$ cat config.mk
export PLATFORM = sky130hd
export DESIGN_NAME = gpio_cmd_controller
export DESIGN_NICKNAME = d
export VERILOG_FILES = /design/src/rtl/gpio_cmd_controller.sv
export SDC_FILE = /design/constraint.sdc
export NUM_CORES = 1
export LEC_CHECK = 0
export BUFFER_PORTS_ARGS = -buffer_cell sky130_fd_sc_hd__buf_2
export CAP_MARGIN = 20
export CORE_MARGIN = 4
export CORE_UTILIZATION = 47
export CTS_BUF_LIST = sky130_fd_sc_hd__clkbuf_2 sky130_fd_sc_hd__clkbuf_4 sky130_fd_sc_hd__clkbuf_8
export CTS_CLUSTER_SIZE = 30
export DETAILED_ROUTE_END_ITERATION = 16
export PLACE_DENSITY = 0.85
export SLEW_MARGIN = 20
export SYNTH_ARGS = -nofsm -noshare
export SYNTH_HDL_FRONTEND = slang
export SYNTH_SLANG_ARGS = --single-unit
$ cat constraint.sdc
create_clock -name clk -period 2.2 [get_ports clk]
set_input_delay 0.44 -clock clk [delete_from_list [all_inputs] [get_ports clk]]
set_output_delay 0.44 -clock clk [all_outputs]
set_load 0.02 [all_outputs]
$ cat src/rtl/gpio_cmd_controller.sv
// Host-GPIO command decoder for a multi-channel acquisition front end.
// One registered command word per write/release handshake; drives FIFO control, DAC and trigger levels.
module gpio_cmd_controller #(
  parameter int NCH     = 2,
  parameter int LVW     = 14,
  parameter int RST_LEN = 4,
  parameter int RD_LAT  = 2
) (
  input  logic                 clk,
  input  logic                 RESET_in,
  input  logic [31:0]          SELECT_in,
  input  logic [NCH*32-1:0]    DATA_in,
  input  logic [NCH*16-1:0]    DATAcnt_in,
  input  logic [NCH-1:0]       full_in,
  output logic [31:0]          GPIO_out,
  output logic                 BUSY_out,
  output logic                 _RESET_out,
  output logic                 SLEEP_out,
  output logic [NCH-1:0]       DATAread_out,
  output logic [LVW-1:0]       ANALOG_out,
  output logic [NCH*LVW-1:0]   H_TRGLEVEL_out,
  output logic [NCH*LVW-1:0]   L_TRGLEVEL_out
);

  localparam logic [6:0] OP_START = 7'h01;
  localparam logic [6:0] OP_INQ   = 7'h02;
  localparam logic [6:0] OP_READ  = 7'h04;
  localparam logic [6:0] OP_STOP  = 7'h08;
  localparam logic [6:0] OP_DAC   = 7'h10;
  localparam logic [6:0] OP_HLVL  = 7'h20;
  localparam logic [6:0] OP_LLVL  = 7'h40;

  localparam int CW = (RD_LAT > 2) ? $clog2(RD_LAT) : 1;
  localparam logic [CW-1:0] CNT_LAST = (RD_LAT > 0) ? CW'(RD_LAT - 1) : '0;

  typedef enum logic [1:0] {
    S_IDLE,
    S_EXEC,
    S_RWAIT,
    S_HOLD
  } state_t;

  state_t          state_q, state_d;
  logic [31:0]     sel_q;
  logic [31:0]     cmd_q;
  logic [CW-1:0]   cnt_q, cnt_d;
  logic [31:0]     gpio_q, gpio_d;
  logic            rstn_q;
  logic [7:0]      rcnt_q;
  logic            sleep_q;
  logic [LVW-1:0]  analog_q;

  logic [31:0]     data_a [4];
  logic [15:0]     cnt_a  [4];
  logic            full_a [4];

  logic [6:0]      opc;
  logic [1:0]      ch;
  logic [15:0]     payload;
  logic            ch_ok;
  logic            sel_onehot;
  logic            rd_go;
  logic            rd_strobe;
  logic            unused_bits;

  // Pad per-channel inputs to four entries so the 2-bit channel field indexes safely.
  genvar gi;
  generate
    for (gi = 0; gi < 4; gi++) begin : g_unpack
      if (gi < NCH) begin : g_on
        assign data_a[gi] = DATA_in[gi*32 +: 32];
        assign cnt_a[gi]  = DATAcnt_in[gi*16 +: 16];
        assign full_a[gi] = full_in[gi];
      end else begin : g_off
        assign data_a[gi] = '0;
        assign cnt_a[gi]  = '0;
        assign full_a[gi] = 1'b0;
      end
    end
  endgenerate

  assign opc         = cmd_q[6:0];
  assign ch          = cmd_q[9:8];
  assign payload     = cmd_q[31:16];
  assign unused_bits = ^cmd_q;
  assign ch_ok       = (int'(ch) < NCH);
  assign sel_onehot  = (sel_q[6:0] != 7'd0) && ((sel_q[6:0] & (sel_q[6:0] - 7'd1)) == 7'd0);
  assign rd_go       = (opc == OP_READ) && ch_ok && (cnt_a[ch] != 16'd0);
  assign rd_strobe   = (state_q == S_EXEC) && rd_go && !RESET_in;

  always_comb begin
    state_d = state_q;
    cnt_d   = cnt_q;
    gpio_d  = gpio_q;
    case (state_q)
      S_IDLE: begin
        cnt_d = '0;
        if (sel_onehot) state_d = S_EXEC;
      end
      S_EXEC: begin
        state_d = S_HOLD;
        case (opc)
          OP_INQ:  gpio_d = ch_ok ? {15'd0, full_a[ch], cnt_a[ch]} : 32'hFFFF_FFFF;
          OP_READ: begin
            if (!rd_go)           gpio_d  = 32'hFFFF_FFFF;
            else if (RD_LAT == 0) gpio_d  = data_a[ch];
            else                  state_d = S_RWAIT;
          end
          OP_HLVL, OP_LLVL: if (!ch_ok) gpio_d = 32'hFFFF_FFFF;
          default: ;
        endcase
      end
      S_RWAIT: begin
        if (cnt_q == CNT_LAST) begin
          gpio_d  = data_a[ch];
          state_d = S_HOLD;
        end else begin
          cnt_d = cnt_q + 1'b1;
        end
      end
      S_HOLD: if (sel_q[6:0] == 7'd0) state_d = S_IDLE;
      default: state_d = S_IDLE;
    endcase
  end

  always_ff @(posedge clk) begin
    if (RESET_in) begin
      state_q  <= S_IDLE;
      sel_q    <= '0;
      cmd_q    <= '0;
      cnt_q    <= '0;
      gpio_q   <= '0;
      rstn_q   <= 1'b1;
      rcnt_q   <= '0;
      sleep_q  <= 1'b1;
      analog_q <= '0;
    end else begin
      sel_q   <= SELECT_in;
      state_q <= state_d;
      cnt_q   <= cnt_d;
      gpio_q  <= gpio_d;
      if (state_q == S_IDLE) cmd_q <= sel_q;
      // The reset pulse runs on its own counter so releasing HOLD early cannot cut it short.
      if (state_q == S_EXEC && opc == OP_START) begin
        rstn_q  <= 1'b0;
        rcnt_q  <= 8'(RST_LEN - 1);
        sleep_q <= 1'b1;
      end else if (!rstn_q) begin
        if (rcnt_q == 8'd0) rstn_q <= 1'b1;
        else                rcnt_q <= rcnt_q - 8'd1;
      end
      if (state_q == S_EXEC && opc == OP_STOP) sleep_q  <= 1'b0;
      if (state_q == S_EXEC && opc == OP_DAC)  analog_q <= payload[LVW-1:0];
    end
  end

  generate
    for (gi = 0; gi < NCH; gi++) begin : g_chan
      logic [LVW-1:0] h_q, l_q;
      always_ff @(posedge clk) begin
        if (RESET_in) begin
          h_q <= '0;
          l_q <= '0;
        end else if (state_q == S_EXEC && ch == 2'(gi)) begin
          if (opc == OP_HLVL) h_q <= payload[LVW-1:0];
          if (opc == OP_LLVL) l_q <= payload[LVW-1:0];
        end
      end
      assign H_TRGLEVEL_out[gi*LVW +: LVW] = h_q;
      assign L_TRGLEVEL_out[gi*LVW +: LVW] = l_q;
      assign DATAread_out[gi]              = rd_strobe && (ch == 2'(gi));
    end
  endgenerate

  assign GPIO_out   = gpio_q;
  assign BUSY_out   = (state_q != S_IDLE);
  assign _RESET_out = rstn_q;
  assign SLEEP_out  = sleep_q;
  assign ANALOG_out = analog_q;

endmodule

==> impl_metrics.csv, run 1 <==
group,metric,value,unit
global_route,track_usage,0.2161,
yosys,ys_warn_count,0,
critical_path,cp.required,1760,ps
finish,diodes,0,
global_route,grt_pass1_wl,28.50,mm
yosys,ys_ff_latch,161,
detailed_routing,ant_nets,0,
floorplan,initial_core_util,0.4779,
yosys,synth_area,6919,um^2
hold_path,hp-class,"in -> reg",
yosys,synth_cell_types,42,
detailed_routing,drt_iter0_markers,244,
floorplan,rows,44,
finish,fillCellCount,1192,
cts,htree_levels,4,
finish,design_area,8921,um^2
placement,hpwl,13.24,mm
finish,fin_cells,1176,
floorplan,die_y,129.3,um
floorplan,io_pins,239,
timing,max_freq,436.9,MHz
floorplan,die_w,129.3,um
timing,relSlewSlack,0.5184,
detailed_routing,firstDrtPassIters,4,
yosys,synth_nets,881,
global_route,antenna_found_initial,0,
finish,nets,1117,
timing,finalHoldViolCount,0,
detailed_routing,wirelength,18.62,mm
outcome,status,"finished, violations left",
finish,final_cell_mix,"buf_2, dfxtp_1, nor2_1",
yosys,synth_cells,743,
cts,clockBufferDepth,2,
outcome,violations,"setup timing",
timing,tns,-192.8,ps
detailed_routing,wl_per_cell,15.83,um
timing,fin_crit,2289,ps
power,p_per_area,1022,nW/um^2
power,ir_drop,0.6709,mV
yosys,synth-seq-area-share,0.4658,
timing,fin_ws,-89.02,ps
placement,placed_area,8356,um^2
placement,portBuffers,229,
timing,clock_skew,14.32,ps
cts,cts_buffers,17,
yosys,syn_area_per_cell,9.312,um^2
detailed_routing,drc_errors,0,
critical_path,crit_type,"reg -> out",
critical_path,crit_path_start_kind,"flop",
floorplan,core_area,14480,um^2
cts,cts_tree,"yes",
detailed_routing,vias,6110,
global_route,grt_pass1_vias,5727,
floorplan,dieArea,16730,um^2
yosys,ys_async_sr_fraction,0,
cts,clockRootBuffer,"clkbuf_8",
critical_path,path_max_fanout,3,
timing,holdWs,181.3,ps
critical_path,endpoint_kind,"output port",
timing,grt_setup_unrepaired,"yes",
cts,clk_transition_reported_paths,90,ps
placement,placed_cells,1137,
power,power.leakage,0.003930,uW
timing,setup_violations,7,
global_route,grt_max_degree,157,
finish,final_common_cell,"buf_2",
finish,fin_util,0.6161,
cts,clock_sinks,161,
job,maxCapViolCount,0,
yosys,ys.flop_type,"dfxtp_1",
timing,worst_pin_slew,722.4,ps
critical_path,cp.arrival,1850,ps
detailed_routing,drt-vias-per-instance,5.196,
global_route,grt_overflow,0,
cts,clkLatencyLatePin,460,ps
yosys,synth-edff-count,0,
timing,period_share,1.040,
timing,slew_viol_final,0,
placement,routabilityCongestion,0.8057,
finish,area_growth,28.93,%
finish,drive_above_1_share,0.3619,
-- per-stage QoR --
step	total power [uW]	worst slack (ps)
finish	9120	-89.02
global route	9643	-207.3
CTS	9057	-100.8
detailed placement	6843	-170.0
global placement	6745	-153.5
floorplan	6028	81.48
-- where the power goes --
group | internal [uW] | switching, uW
Combinational | 1540 | 2010
Clock | 947 | 1180
Sequential | 3200 | 237
Total | 5690 | 3430
-- critical path, stage by stage (launching register included) --
cell,delay (ps)
dfxtp_4,370
nor4_4,340
nand3_2,170
nor4_4,200
nor2b_1,160
buf_4,150
-- repair_timing --
action	4_1_cts	5_1_grt
buffers inserted	4	2
resized for setup	21	3
cloned	0	1
endpoints found under the setup margin	4	33
hold buffers	0	0
hold endpoints to repair	0	0
pin swaps	7	1
-- synthesized netlist by cell type, drive strengths merged, types with 13 or more instances --
cell,instances,share of area
mux2,15,0.024
dfxtp,161,0.47
nand2b,16,0.014
nor2b,26,0.024
a211oi,26,0.046
buf,22,0.021
mux2i,99,0.14
nor2,118,0.064
clkbuf,29,0.016
nand3,13,0.0094
a21oi,57,0.041
nand2,69,0.037
-- worst paths after layout --
path	start	end	slack [ps]	cells after the start
max	cmd_q[6]	DATAread_out[0]	-90	5
min	SELECT_in[26]	sel_q[26]	180	2
max reg2reg	cmd_q[3]	GPIO_out[7]	-20	7
min reg2reg	g_chan[1].l_q[1]	g_chan[1].l_q[1]	450	2
-- layer usage --
metal  global-route usage  vias to the layer above  wire [um]
met4              0.08956                        0        378
met3              0.08038                       27       1826
li1                     -                     3018          -
met2               0.3598                      223       9065
met1               0.2514                     2842       7345
met5                    0                        -          0
-- area by class of cell --
class                      instances  area (um^2)  area share
tap                              184        230.2     0.02581
sequential                       161         3231      0.3621
inverter                           9        33.78    0.003787
multi-input combinational        522         3500      0.3923
clock buffer                      18        241.5     0.02707
timing repair buffer             268         1541      0.1728
clock inverter                    14        143.9     0.01613
-- flip-flops by register name (all words and copies together), names as in the netlist --
register    cells
sel_q          23
ANALOG_out     14
rcnt_q          8
cnt_q           1
cmd_q          23
_RESET_out      1
g_chan.l_q     28
SLEEP_out       1
GPIO_out       32
g_chan.h_q     28
state_q         2
-- cell families (layout without fill, tap and decap cells) --
| group | count (synthesis) | after routing | share of synthesized area |
|---|---|---|---|
| mux | 114 | 114 | 0.1676 |
| flops | 161 | 161 | 0.4658 |
| compound gates | 113 | 113 | 0.1139 |
| simple gates | 279 | 279 | 0.1875 |
| xor+xnor | 10 | 10 | 0.01266 |
| buf+inv | 60 | 309 | 0.04159 |
| fa+ha+maj | 6 | 6 | 0.01085 |
Power figures use the tool's default switching activity.
==> run 2, diff against run 1 <==
CORE_UTILIZATION = 52   (was 47)
PLACE_DENSITY = 0.89   (was 0.85)
clock period = 2.52 ns   (was 2.2 ns; I/O delays follow)
==> impl_metrics.csv, run 2 (same netlist as run 1, synthesis figures left out) <==
group,metric,value,unit
outcome,status,"finished, final reports clean",
floorplan,die_y,123.4,um
detailed_routing,drt-vias-per-instance,5.280,
timing,setup_violations,0,
detailed_routing,firstDrtPassIters,5,
cts,clockRootBuffer,"clkbuf_8",
job,maxCapViolCount,0,
detailed_routing,drc_errors,0,
floorplan,dieArea,15220,um^2
cts,postCtsSetupBuffers,0,
power,p_switching,2882,uW
cts,clkLatencyLatePin,460,ps
detailed_routing,vias,6040,
critical_path,crit_type,"reg -> out",
power,ir_drop,0.5399,mV
finish,final_cell_mix,"buf_2, dfxtp_1, nor2_1",
global_route,grt_pass1_wl,28.19,mm
placement,hpwl,13.47,mm
finish,area_growth,24.32,%
cts,clk_transition_reported_paths,90,ps
power,power.leakage,0.003790,uW
finish,largest_reg_flops,32,
critical_path,r2r_end,"GPIO_out[22]",
floorplan,io_pins,239,
timing,grt_setup_unrepaired,"no",
detailed_routing,wirelength,18.60,mm
floorplan,initial_core_util,0.5395,
detailed_routing,drt_iter0_markers,312,
critical_path,crit_path_start_kind,"flop",
placement,routabilityCongestion,0.8759,
critical_path,cp_cell_sequence,"buf_6 -> a22oi_2 -> a21oi_2 -> nor4_2 -> and2_1 -> buf_2",
hold_path,hold_depth,2,
critical_path,cp.required,2020,ps
floorplan,die_w,123.4,um
critical_path,crit_slowest_cell,"dfxtp_2",
timing,clock_skew,14.75,ps
power,sw_frac_of_total,0.3755,
critical_path,r2r_slack,210,ps
timing,slew_viol_final,0,
power,internal_power,4792,uW
critical_path,cp.arrival,1890,ps
timing,relSlewSlack,0.3495,
global_route,antenna_found_initial,1,
finish,fillCellCount,1011,
timing,tns,0,ps
hold_path,hold_end,"sel_q[28]",
cts,cts_tree,"yes",
power,power_frac_clock,0.235,
finish,final_common_cell,"buf_2",
critical_path,rr_startpoint,"cmd_q[0]",
critical_path,cp_top_family,"simple AND/OR/NAND/NOR gates",
finish,nets,1097,
detailed_routing,ant_nets,0,
hold_path,worstHoldStart,"SELECT_in[28]",
cts,clockBufferDepth,2,
critical_path,endpoint_kind,"output port",
critical_path,cpPeakStageDelay,370,ps
cts,clock_sinks,161,
critical_path,cp_num_buf_inv,2,
timing,finalHoldViolCount,0,
cts,cts_buffers,17,
detailed_routing,wl_per_cell,16.26,um
placement,placed_cells,1112,
global_route,grt_overflow,0,
critical_path,ff2ff_path_depth,7,
cts,hold_buffers,0,
timing,max_freq,418.2,MHz
timing,period_share,0.9488,
global_route,grt_pass1_vias,5864,
global_route,track_usage,0.2383,
cts,htree_levels,4,
timing,fin_crit,2391,ps
finish,fin_cells,1144,
finish,drive_above_1_share,0.3399,
hold_path,hp-class,"in -> reg",
power,p_seq_frac,0.390,
floorplan,rows,41,
power,p_per_area,892.1,nW/um^2
critical_path,path_max_fanout,9,
power,combPwrFrac,0.375,
global_route,grt_max_degree,157,
timing,worst_pin_slew,973.7,ps
floorplan,core_area,12820,um^2
placement,portBuffers,229,
[run 2: changes by cell type in the layout (fill, tap and decap cells not counted), moves of 2 or more]
cell	delta
buf_12	-3
buf_2	+2
buf_4	-15
buf_6	-3
dfxtp_4	-2
inv_6	+3
inv_8	-4
nor2b_1	+2
nor2b_2	-2
nor4_1	+2
nor4_4	-3
[run 2: what timing repair did]
action,4_1_cts,5_1_grt
setup endpoints to repair,2,2
hold endpoints to repair,0,0
pin swaps,1,1
resized for setup,3,2
[run 2: how the worst max path moves through the flow]
stage | startpoint | end | cells after the start
global route | cmd_q[3] | DATAread_out[1] | 5
finish | cmd_q[8] | DATAread_out[1] | 6
floorplan | state_q[0] | GPIO_out[15] | 7
CTS | cmd_q[3] | DATAread_out[1] | 5
detailed placement | DATAcnt_in[9] | GPIO_out[22] | 8
global placement | DATAcnt_in[9] | DATAread_out[1] | 7
[run 2: layout make-up]
class | instances | area (um^2) | area share
sequential | 161 | 3224 | 0.3748
tap | 172 | 215.2 | 0.02502
clock inverter | 12 | 120.1 | 0.01396
multi-input combinational | 522 | 3431 | 0.3988
clock buffer | 19 | 255.2 | 0.02967
inverter | 9 | 33.78 | 0.003927
antenna | 1 | 2.502 | 0.0002909
timing repair buffer | 248 | 1320 | 0.1535
[run 2: stage by stage]
stage | power (uW) | area [um^2] | worst slack, ps | hold slack [ps] | util
after floorplan | 5262 | 6919 | 401.5 | 440.4 | -
after CTS | 7698 | 8589 | 19.36 | 218.1 | 0.6698
after detailed placement | 5895 | 8199 | 167.6 | 442.9 | 0.6393
final | 7674 | 8602 | 129.1 | 243.7 | 0.6707
after global routing | 8077 | 8602 | 5.707 | 223.3 | 0.6707
after global placement | 5790 | 8199 | 188.0 | 435.9 | 0.6393
[run 2: power by group through the flow]
stage	combinational, uW	sequential (uW)	clock, uW
5_1_grt	3120	3030	1930
6_report	2870	3000	1800
3_5_place_dp	2850	3050	0
4_1_cts	2870	2990	1830
3_3_place_gp	2750	3040	0
2_1_floorplan	2100	3160	0
[run 2: layer usage]
metal  share of wire  GRT usage
met2            0.51     0.4217
met1            0.39     0.2640
met5               0          0
met4           0.019    0.09343
met3           0.087    0.07777
==> run 3, diff against run 2 <==
ABC_AREA = 1   (was unset)
PLACE_DENSITY = 0.88   (was 0.89)
SLEW_MARGIN = unset   (was 20)
==> impl_metrics.csv, run 3 <==
group,metric,value,unit
critical_path,cp_cell_sequence,"buf_4 -> nand2_1 -> nand2_1 -> nor2_1 -> nand2_1 -> nor2_2 -> nand2_2 -> nand3_4 -> nor3_2 -> buf_4",
yosys,yosys-top-cells-count,"nor2_1, dfxtp_1, nand2_1",
finish,diodes,0,
timing,relSlewSlack,0.5766,
timing,slew_viol_final,0,
power,power_frac_clock,0.223,
power,power.leakage,0.004289,uW
critical_path,crit_path_start_kind,"flop",
placement,portBuffers,229,
yosys,synth_nets,1137,
critical_path,crit_slowest_cell,"dfxtp_4",
timing,setup_violations,0,
yosys,synth-edff-count,0,
yosys,synth_cells,999,
critical_path,r2r_slack,330,ps
placement,placed_area,8220,um^2
critical_path,cp_num_buf_inv,2,
critical_path,path_common_cell,"nand2_1",
detailed_routing,drc_errors,0,
critical_path,cpPeakStageDelay,390,ps
job,maxCapViolCount,0,
detailed_routing,drt-vias-per-instance,5.213,
critical_path,endpoint_kind,"output port",
timing,holdWs,244.0,ps
yosys,synth-seq-area-share,0.4613,
cts,clk_transition_reported_paths,100,ps
yosys,syn_area_per_cell,6.994,um^2
yosys,ys_async_sr_fraction,0,
yosys,ys.flop_type,"dfxtp_1",
hold_path,hp-class,"in -> reg",
finish,design_area,8722,um^2
floorplan,initial_core_util,0.5297,
detailed_routing,firstDrtPassIters,6,
hold_path,hold_depth,3,
power,internal_power,5148,uW
hold_path,hold_end,"sel_q[28]",
power,p_per_area,1035,nW/um^2
detailed_routing,wl_per_cell,14.91,um
finish,fin_cells,1398,
critical_path,cp.required,2020,ps
cts,hold_buffers,0,
timing,max_freq,419.0,MHz
critical_path,cp_top_family,"simple AND/OR/NAND/NOR gates",
floorplan,rows,42,
floorplan,core_area,13190,um^2
yosys,synth.top_cell.area_share,0.4613,
cts,cts_tree,"yes",
critical_path,crit_type,"reg -> out",
global_route,grt_pass1_vias,6453,
cts,clockBufferDepth,2,
timing,grt_setup_unrepaired,"no",
finish,area_growth,24.84,%
global_route,antenna_found_initial,0,
power,sw_frac_of_total,0.4296,
yosys,yosysMostFrequentCell,"nor2_1",
yosys,synth_area_leaders,"dfxtp_1, nor2_1, o21ai_0",
timing,finalHoldViolCount,0,
cts,clkLatencyLatePin,460,ps
global_route,track_usage,0.2587,
outcome,status,"finished, final reports clean",
critical_path,path_max_fanout,8,
yosys,synth_area_leader_cell,"dfxtp_1",
hold_path,worstHoldStart,"SELECT_in[28]",
power,p_seq_frac,0.370,
finish,final_common_cell,"nor2_1",
cts,clockRootBuffer,"clkbuf_8",
critical_path,rr_startpoint,"cmd_q[8]",
critical_path,r2r_end,"g_chan[0].h_q[0]",
detailed_routing,drt_iter0_markers,491,
finish,drive_above_1_share,0.2488,
finish,final_cell_mix,"nor2_1, buf_2, dfxtp_1",
global_route,grt_pass1_wl,30.91,mm
cts,htree_levels,4,
cts,cts_buffers,17,
finish,fillCellCount,1162,
critical_path,ff2ff_path_depth,8,
floorplan,die_w,123.9,um
yosys,synth_cell_types,33,
timing,period_share,0.9471,
detailed_routing,wirelength,20.85,mm
floorplan,die_y,123.9,um
timing,fin_crit,2387,ps
global_route,grt_max_degree,83,
finish,largest_reg_flops,32,
cts,clock_sinks,161,
yosys,ys_ff_latch,161,
power,ir_drop,0.5956,mV
floorplan,dieArea,15350,um^2
global_route,grt_overflow,0,
power,combPwrFrac,0.407,
yosys,ys_warn_count,0,
placement,placed_cells,1365,
timing,worst_pin_slew,635.1,ps
timing,clock_skew,18.90,ps
detailed_routing,vias,7288,
placement,hpwl,15.07,mm
critical_path,cp.arrival,1880,ps
floorplan,io_pins,239,
power,p_switching,3876,uW
placement,routabilityCongestion,0.9141,
finish,nets,1347,
detailed_routing,ant_nets,0,
yosys,synth_area,6987,um^2
run 3: repair_timing:
item / in CTS / in global routing
endpoints found under the setup margin: 2 / 2
gates resized for setup: 4 / 11
pin swaps: 0 / 0
buffers inserted: 0 / 1
run 3: cell type report:
type / count / area (um^2) / area share
clock buffer: 17 / 234.0 / 0.02683
timing repair buffer: 250 / 1316 / 0.1509
clock inverter: 15 / 211.5 / 0.02424
sequential: 161 / 3227 / 0.3700
inverter: 68 / 260.3 / 0.02984
multi-input combinational: 711 / 3253 / 0.3730
tap: 176 / 220.2 / 0.02525
run 3: tightest hold or removal path: cells and delay by family:
family                 cells  cell delay, ps
AND/OR/NAND/NOR            1              30
buffers and inverters      2             130
run 3: worst max path at each step:
stage | from | depth (start not counted) | slack, ps | endpoint
after CTS | cmd_q[8] | 10 | 20 | DATAread_out[0]
final | cmd_q[8] | 10 | 130 | DATAread_out[0]
after global routing | cmd_q[8] | 10 | 20 | DATAread_out[0]
after detailed placement | cmd_q[8] | 7 | 230 | g_chan[0].h_q[0]
after global placement | cmd_q[8] | 7 | -110 | g_chan[0].h_q[3]
after floorplan | cmd_q[8] | 12 | 290 | DATAread_out[0]
run 3: power groups by stage:
| stage | combinational (uW) | sequential, uW | clock, uW |
|---|---|---|---|
| global route | 4110 | 3380 | 2150 |
| floorplan | 2460 | 3440 | 0 |
| global placement | 3470 | 3350 | 0 |
| CTS | 3600 | 3320 | 2050 |
| detailed placement | 3570 | 3360 | 0 |
| finish | 3670 | 3340 | 2010 |
run 3: through the flow:
stage | TNS, ps | utilization | power, uW | setup WS (ps)
floorplan | 0 | - | 5895 | 286.6
global placement | -2895 | 0.6221 | 6814 | -114.3
detailed placement | 0 | 0.6232 | 6933 | 228.4
CTS | 0 | 0.6578 | 8961 | 15.62
global route | 0 | 0.6613 | 9636 | 15.02
finish | 0 | 0.6613 | 9024 | 133.2
run 3: layer usage:
metal,up-vias,GRT usage,part of all wire
met5,-,0,0
met3,57,0.05586,0.091
li1,3646,-,-
met1,3260,0.3073,0.39
met4,0,0.1109,0.038
met2,325,0.4505,0.48
run 3: cell families after synthesis:
kind of cell    share of synthesized area
xor+xnor                         0.001254
compound gates                     0.1669
buf+inv                           0.07844
simple gates                       0.2813
fa+ha+maj                         0.01074
flops                              0.4613
